**config.mk**
```make
export PLATFORM = sky130hd
export DESIGN_NAME = uart_freq_loader
export DESIGN_NICKNAME = d
export VERILOG_FILES = /design/src/rtl/uart_freq_loader.sv
export SDC_FILE = /design/constraint.sdc
export NUM_CORES = 1
export LEC_CHECK = 0
export CAP_MARGIN = 15
export CORE_UTILIZATION = 50
export CTS_CLUSTER_DIAMETER = 40
export CTS_CLUSTER_SIZE = 10
export DETAILED_ROUTE_END_ITERATION = 10
export PLACE_DENSITY = 0.73
export SETUP_SLACK_MARGIN = 0.05
export SLEW_MARGIN = 20
export SYNTH_ARGS = -nofsm -noshare
export SYNTH_HDL_FRONTEND = slang
export SYNTH_SLANG_ARGS = --single-unit
```
**constraint.sdc**
```tcl
create_clock -name clk -period 3.5 [get_ports clk]
set_input_delay 0.7 -clock clk [delete_from_list [all_inputs] [get_ports clk]]
set_output_delay 0.7 -clock clk [all_outputs]
set_load 0.03 [all_outputs]
```
**src/rtl/uart_freq_loader.sv**
```systemverilog
// ---------------------------------------------------------------------------
// uart_freq_loader
//   Frame parser between the UART receiver and the exponent NCO. It assembles
//   4-byte frames (HEADER, HI, LO, CHK) into a 12-bit tuning word
//   freq = {HI[3:0], LO} and commits the word only when:
//     - HI[7:4] == 0, and
//     - CHK == HEADER ^ HI ^ LO.
//   Malformed frames and frames that stall between bytes are rejected.
//   Accepted frames are counted for the seven-segment display.
//
// Optional feature (macro UART_FREQ_LOADER_ACK_EN):
//   Adds an ACK/NAK byte stream for the UART transmitter.
//
// Ports
//   clk        in   1   system clock (50 MHz)
//   reset_n    in   1   asynchronous reset, active-low
//   rx_byte    in   8   received byte, valid while rx_valid=1
//   rx_valid   in   1   one-cycle strobe: rx_byte is new
//   freq       out  12  NCO tuning word
//   freq_upd   out  1   one-cycle pulse: freq just committed
//   frame_err  out  1   one-cycle pulse: frame rejected
//   good_cnt   out  8   accepted-frame count, wraps 255->0
//   ack_byte   out  8   (ACK_EN only) 8'h06 ACK / 8'h15 NAK, held between acks
//   ack_send   out  1   (ACK_EN only) one-cycle strobe with freq_upd/frame_err
// ---------------------------------------------------------------------------
module uart_freq_loader #(
  parameter logic [7:0]  HEADER      = 8'hA5,
  parameter logic [11:0] FREQ_RESET  = 12'd14,
  parameter int          TIMEOUT_CYC = 50000
) (
  input  logic        clk,
  input  logic        reset_n,
  input  logic [7:0]  rx_byte,
  input  logic        rx_valid,
  output logic [11:0] freq,
  output logic        freq_upd,
  output logic        frame_err,
`ifdef UART_FREQ_LOADER_ACK_EN
  output logic [7:0]  ack_byte,
  output logic        ack_send,
`endif
  output logic [7:0]  good_cnt
);

  localparam int TW = $clog2(TIMEOUT_CYC);
  localparam logic [TW-1:0] TIMER_LAST = TW'(TIMEOUT_CYC - 1);

  typedef enum logic [1:0] {IDLE, GET_HI, GET_LO, GET_CHK} state_t;

  state_t        state, next_state;
  logic [TW-1:0] timer;
  logic [7:0]    hi_q, lo_q;
  logic          commit, reject;

  // State register.
  // NOTE: every clocked block uses non-blocking (<=) assignments, so all
  // registers sample the pre-edge values and simulation matches the hardware.
  always_ff @(posedge clk or negedge reset_n) begin
    if (!reset_n) state <= IDLE;
    else          state <= next_state;
  end

  // Next-state and commit/reject decode. A byte arriving in the cycle where
  // the timer expires takes priority over the timeout.
  // NOTE: every output of this block is given a default first, so no path can
  // leave a value unassigned and no latch is inferred.
  always_comb begin
    next_state = state;
    commit     = 1'b0;
    reject     = 1'b0;
    if (rx_valid) begin
      unique case (state)
        IDLE:    if (rx_byte == HEADER) next_state = GET_HI;
        GET_HI:  begin
          if (rx_byte[7:4] != 4'd0) begin
            reject     = 1'b1;
            next_state = IDLE;
          end else begin
            next_state = GET_LO;
          end
        end
        GET_LO:  next_state = GET_CHK;
        GET_CHK: begin
          next_state = IDLE;
          if (rx_byte == (HEADER ^ hi_q ^ lo_q)) commit = 1'b1;
          else                                   reject = 1'b1;
        end
        default: next_state = IDLE;
      endcase
    end else if (state != IDLE && timer == TIMER_LAST) begin
      reject     = 1'b1;
      next_state = IDLE;
    end
  end

  // Inter-byte watchdog: cleared by every strobe and whenever the frame is
  // (or is about to be) idle, so it only counts silence inside a frame.
  always_ff @(posedge clk or negedge reset_n) begin
    if (!reset_n)                            timer <= '0;
    else if (rx_valid || next_state == IDLE) timer <= '0;
    else                                     timer <= timer + 1'b1;
  end

  // Payload shadow registers and committed outputs.
  always_ff @(posedge clk or negedge reset_n) begin
    if (!reset_n) begin
      hi_q      <= 8'd0;
      lo_q      <= 8'd0;
      freq      <= FREQ_RESET;
      freq_upd  <= 1'b0;
      frame_err <= 1'b0;
      good_cnt  <= 8'd0;
    end else begin
      if (rx_valid && state == GET_HI) hi_q <= rx_byte;
      if (rx_valid && state == GET_LO) lo_q <= rx_byte;
      freq_upd  <= commit;
      frame_err <= reject;
      if (commit) begin
        freq     <= {hi_q[3:0], lo_q};
        good_cnt <= good_cnt + 8'd1;
      end
    end
  end

`ifdef UART_FREQ_LOADER_ACK_EN
  // ACK/NAK towards the transmitter, aligned with freq_upd/frame_err.
  always_ff @(posedge clk or negedge reset_n) begin
    if (!reset_n) begin
      ack_byte <= 8'd0;
      ack_send <= 1'b0;
    end else begin
      ack_send <= commit | reject;
      if (commit)      ack_byte <= 8'h06;
      else if (reject) ack_byte <= 8'h15;
    end
  end
`endif

endmodule
```
==> results of run 1 <==
## per-stage QoR
stage	setup slack, ns	hold WS [ns]	cells	total power, mW	utilization [%]
3_5_place_dp	0.646	0.450	304	1.39	60.1
6_report	0.983	0.456	312	1.73	61.8
4_1_cts	0.982	0.462	312	1.75	61.8
2_1_floorplan	1.18	0.404	206	1.28	-
3_3_place_gp	0.695	0.437	304	1.37	60.1
5_1_grt	0.891	0.483	312	1.83	61.8
## cell families after synthesis
| group | after synthesis | share of synthesized area (%) |
|---|---|---|
| and+or+nand+nor | 70 | 16.1 |
| DFF | 56 | 51.7 |
| muxes | 30 | 13.5 |
| xor gates and xnor gates | 24 | 12.7 |
| AOI/OAI and AO/OA | 15 | 3.45 |
| buffers and inverters | 9 | 1.70 |
| adders and majority gates | 2 | 0.920 |
## power groups by stage
stage | logic (mW) | clock network [mW] | registers, mW
3_5_place_dp | 0.533 | 0 | 0.861
5_1_grt | 0.565 | 0.398 | 0.864
3_3_place_gp | 0.513 | 0 | 0.855
6_report | 0.527 | 0.360 | 0.845
2_1_floorplan | 0.443 | 0 | 0.840
4_1_cts | 0.534 | 0.371 | 0.847
## sequential cells by signal, indices dropped and copies added (netlist names)
signal,flops
freq_upd,1
lo_q,8
good_cnt,8
freq,12
timer,16
state,2
frame_err,1
hi_q,8
## per-layer routing
layer | part of all wire (%) | routed length, um | track usage (%) | vias to the layer above
li1 | - | - | - | 814
met1 | 50 | 2400 | 27.7 | 838
met2 | 46 | 2230 | 29.8 | 36
met3 | 3.0 | 144 | 3.57 | 5
met4 | 1.1 | 54 | 7.41 | 0
met5 | 0 | 0 | 0 | -
## placed cells by master (no fill, tap or decap), types with 3 or more instances in the layout
cell,n
a21oi_1,6
and2_1,3
and3_1,5
buf_4,3
clkbuf_8,6
clkdlybuf4s50_1,31
dfrtp_1,53
dfstp_2,3
mux2_2,21
mux2_4,8
nand2_1,11
nand2b_1,3
nand3_1,4
nand4_1,9
nor2_1,12
nor4_1,6
o31ai_1,3
or4_1,3
xnor3_4,4
xor2_1,14
xor3_2,4
## area by class of cell
type,count,area (um2),area share [%]
clock buffer,8,90.1,2.82
timing repair buffer,35,338,10.6
multi-input combinational,141,1270,39.7
inverter,2,7.51,0.235
sequential,56,1410,44.0
tap,70,87.6,2.74
## how the worst max path moves through the flow
stage	from	slack (ns)	end
2_1_floorplan	rx_byte[6]	1.18	freq[10]
3_3_place_gp	rx_byte[6]	0.69	freq[0]
3_5_place_dp	rx_byte[0]	0.65	freq[0]
4_1_cts	rx_byte[0]	0.98	freq[0]
5_1_grt	rx_byte[5]	0.89	freq[0]
6_report	rx_byte[6]	0.98	freq[0]
## cells in the mapped netlist (2+ instances only)
master	n	area share, %
ha_1	2	0.92
nor4b_1	2	0.64
nand4_1	9	2.1
clkbuf_1	5	0.69
and3_1	5	1.1
o31ai_1	3	0.83
nor4bb_1	2	0.74
nand2_1	11	1.5
a21oi_1	6	1.1
and2_1	3	0.69
nor3_1	2	0.37
xnor3_4	4	3.9
dfrtp_1	53	49
xor2_1	14	4.5
nand2b_1	3	0.69
mux2_4	8	4.4
or4_1	3	0.83
dfstp_2	3	2.9
xnor2_1	2	0.64
nand3_1	4	0.74
or3_1	2	0.46
xor3_2	4	3.7
mux2_2	21	8.7
nor2_1	12	1.7
nor4_1	6	1.4
o21ai_0	2	0.37
inv_1	2	0.28
==> impl_metrics.ini, run 1 <==
[pwr]
leakagePower_nw = 1.42
switching_share_pct = 29.8
ir_worst_vdd_mv = 0.185
combPwrFrac_pct = 30.4
intPower_mw = 1.22
powerDensity_mw_per_mm2 = 542
p_seq_share_pct = 48.8
p_sw_mw = 0.515
pwr-share-clk_pct = 20.8

[global_route]
gr-total-overflow = 0
grt_max_degree = 38
grt_pass1_wl_um = 8130
grt_pass1_vias = 1656
grt_usage_pct = 19.5
antenna_found_initial = 0

[clock_network]
clk_latency_ns = 0.31
max-clock-path-buffers = 2
cts_setup_buffers = 0
cts_tree = yes
ctsHoldBuffers = 0
clkSinkCount = 56
clkSlewWorstSetupHoldPaths_ns = 0.09
cts_resized = 0
htree_levels = 2
cts_buffers = 5
cts-root-buf = clkbuf_8

[worst_setup_path]
worstPathCellList = clkdlybuf4s50_1 > xnor3_4 > nand3_4 > nor4_4 > buf_4 > mux2_2
worstPathMaxFanout = 9
ff2ff_path_depth = 5
cp_num_cells = 6
cp_slowest_cell = xnor3_4
setup.worst_path.start_class = input pin
end_kind = flip-flop
crit_buf_inv = 2
required_ns = 3.70
cp_top_family = buffers and inverters
arrival_ns = 2.72
max_stage_delay_ns = 0.48
r2r_end = freq[0]
criticalPathCategory = input pin to flip-flop
r2r_start = lo_q[6]
r2r_setup_slack_ns = 1.54

[yosys]
ys_types = 40
synth-edff-count = 0
async_reset_ff_share_pct = 100
synth-seq-cells = 56
yosys_warnings = 0
ys.flop_type = dfrtp_1
syn_area_mm2 = 0.00272
synth_fp_nets = 219
synth_cells = 206
ys_seq_area_share_pct = 51.7
synth.avg_cell_area_um2 = 13.2

[timing]
rsz0062_at_grt = false
tightest_slew_ns = 0.829
hold_viol_final = 0
timing.final.crit_period_ns = 2.52
setup_tns_ns = 0
fin_skew_ns = 0.00902
relSlewSlack_pct = 44.7
max_freq_mhz = 397
setup_violations = 0
fin_crit_sh_pct = 71.9
drv_slew = 0

[cells_and_area]
fill_cells = 419
num_antenna_cells = 0
drive_above_1_share_pct = 22.3
synthToLayoutAreaGrowth_pct = 17.5
fin_area_mm2 = 0.00320
fin_nets = 254

[floorplan]
core_area_mm2 = 0.00517
rows = 26
initial_core_util_pct = 52.6
die_w_um = 75.8
die_height_um = 75.8
dieArea_mm2 = 0.00574
io_pins = 33

[hold_path]
holdPathStages = 1
holdPathEnd = timer[0]
hold_class = flip-flop to flip-flop
min-delay-start = timer[0]

[placed_design]
portBuffers = 32
placed_area_mm2 = 0.00311
dp_hpwl_um = 3430
routabilityCongestion = 0.769

[detailed_routing]
drc = 0
drtPass1Iterations = 4
wl_um = 4840
vias = 1693
drtIter0Drc = 59
viasPerCell = 5.43
wl_per_cell_um = 15.5
antenna_left = 0

[status]
status = finished clean

[run]
cap_violations = 0
(Power assumes the default switching activity.)
==> run 2: changes to the inputs <==
- PLACE_DENSITY: 0.73 -> 0.76
- clock period: 3.5 -> 2.3 ns (I/O delays scaled with it)
==> impl_metrics.ini, run 2 (same netlist as run 1, synthesis figures left out) <==
[cells_and_area]
final_cell_mix = 53 x dfrtp_1, 31 x clkdlybuf4s50_1, 21 x mux2_2
largest_register_ffs = 16
drive_above_1_share_pct = 26.5
synthToLayoutAreaGrowth_pct = 22.2
fin_nets = 269
fin_util_pct = 64.3
fin_area_mm2 = 0.00332
num_antenna_cells = 0
reg_top3 = timer: 16 flops, freq: 12 flops
regMostFlops = timer
layout_commonest_cell = dfrtp_1
fill_cells = 386

[worst_setup_path]
max_stage_delay_ns = 0.47
criticalPathCategory = input pin to flip-flop
cp_top_family = buffers and inverters
worstPathCellList = clkdlybuf4s50_1 > xor3_2 > nand4_4 > nor4_4 > buf_4 > mux2_2
arrival_ns = 2.33
end_kind = flip-flop
r2r_setup_slack_ns = 0.43
setup.worst_path.start_class = input pin
cp_slowest_cell = clkdlybuf4s50_1
crit_buf_inv = 2
worstPathMaxFanout = 9
required_ns = 2.50

[timing]
hold_viol_final = 0
worst_slack_ns = 0.172
tightest_slew_ns = 0.469
fin_skew_ns = 0.0110
setup_violations = 0
drv_slew = 0
setup_tns_ns = 0
timing.final.crit_period_ns = 2.13
relSlewSlack_pct = 68.3
rsz0062_at_grt = false
fin_crit_sh_pct = 92.5
max_freq_mhz = 470

[pwr]
total_power_mw = 2.74
leakagePower_nw = 1.49
powerDensity_mw_per_mm2 = 824
ir_worst_vdd_mv = 0.341

[global_route]
gr-total-overflow = 0
grt_pass1_vias = 1781
antenna_found_initial = 0
grt_max_degree = 32
grt_pass1_wl_um = 8380
grt_usage_pct = 20.0

[placed_design]
routabilityCongestion = 0.776
dp_slack_ns = -0.141
dp_hpwl_um = 3780
placed_area_mm2 = 0.00322
portBuffers = 32

[clock_network]
cts_buffers = 5
cts-root-buf = clkbuf_8
clkSinkCount = 56
clkSlewWorstSetupHoldPaths_ns = 0.10
cts_setup_buffers = 0
cts_resized = 0
htree_levels = 2
cts_tree = yes
max-clock-path-buffers = 2
clk_latency_ns = 0.31
ctsHoldBuffers = 1

[floorplan]
rows = 26
dieArea_mm2 = 0.00574
die_w_um = 75.8
core_area_mm2 = 0.00517
initial_core_util_pct = 52.6
io_pins = 33
die_height_um = 75.8

[detailed_routing]
drtPass1Iterations = 4
wl_um = 5240
wl_per_cell_um = 16.0
drc = 0
drtIter0Drc = 80
antenna_left = 0
viasPerCell = 5.41
vias = 1769

[hold_path]
hold_class = flip-flop to flip-flop

[run]
cap_violations = 0

[status]
status = finished clean
[run 2: per-stage QoR]
step                hold slack, ns  std cells
finish                       0.458        327
global route                 0.479        327
CTS                          0.466        327
detailed placement           0.301        318
global placement             0.300        318
floorplan                    0.164        206
[run 2: area by class of cell]
type / count / area [um2] / share of cell area (%)
Multi-Input combinational cell: 141 / 1270 / 38.2
Tap cell: 70 / 87.6 / 2.63
Clock buffer: 8 / 90.1 / 2.71
Timing Repair Buffer: 50 / 465 / 14.0
Inverter: 2 / 7.51 / 0.226
Sequential cell: 56 / 1410 / 42.3
[run 2: worst paths after layout]
path,start,end,cells after the start
min in group asynchronous,reset_n,freq[6],2
worst max register to register,lo_q[6],freq[0],5
worst min register to register,timer[0],timer[0],1
worst min-delay path,timer[0],timer[0],1
max in group asynchronous,reset_n,freq[1],3
worst max-delay path,rx_byte[5],freq[0],6
[run 2: worst reg2reg max path: stages, from the launching register on]
cell and delay, ns:
dfrtp_1 0.42, xnor3_4 0.37, nand3_4 0.09, nor4_4 0.30, buf_4 0.24, mux2_2 0.35
[run 2: routing by layer]
metal / track usage, % / wire length (um) / vias to the layer above
li1: - / - / 847
met1: 26.7 / 2430 / 872
met2: 32.6 / 2560 / 46
met3: 3.97 / 177 / 4
met4: 7.41 / 70 / 0
met5: 0 / 0 / -
[run 2: power breakdown]
part / internal [mW] / switching, mW / leakage [nW]
Sequential: 1.14 / 0.150 / 0.741
Combinational: 0.519 / 0.371 / 0.707
Clock: 0.247 / 0.310 / 0.0455
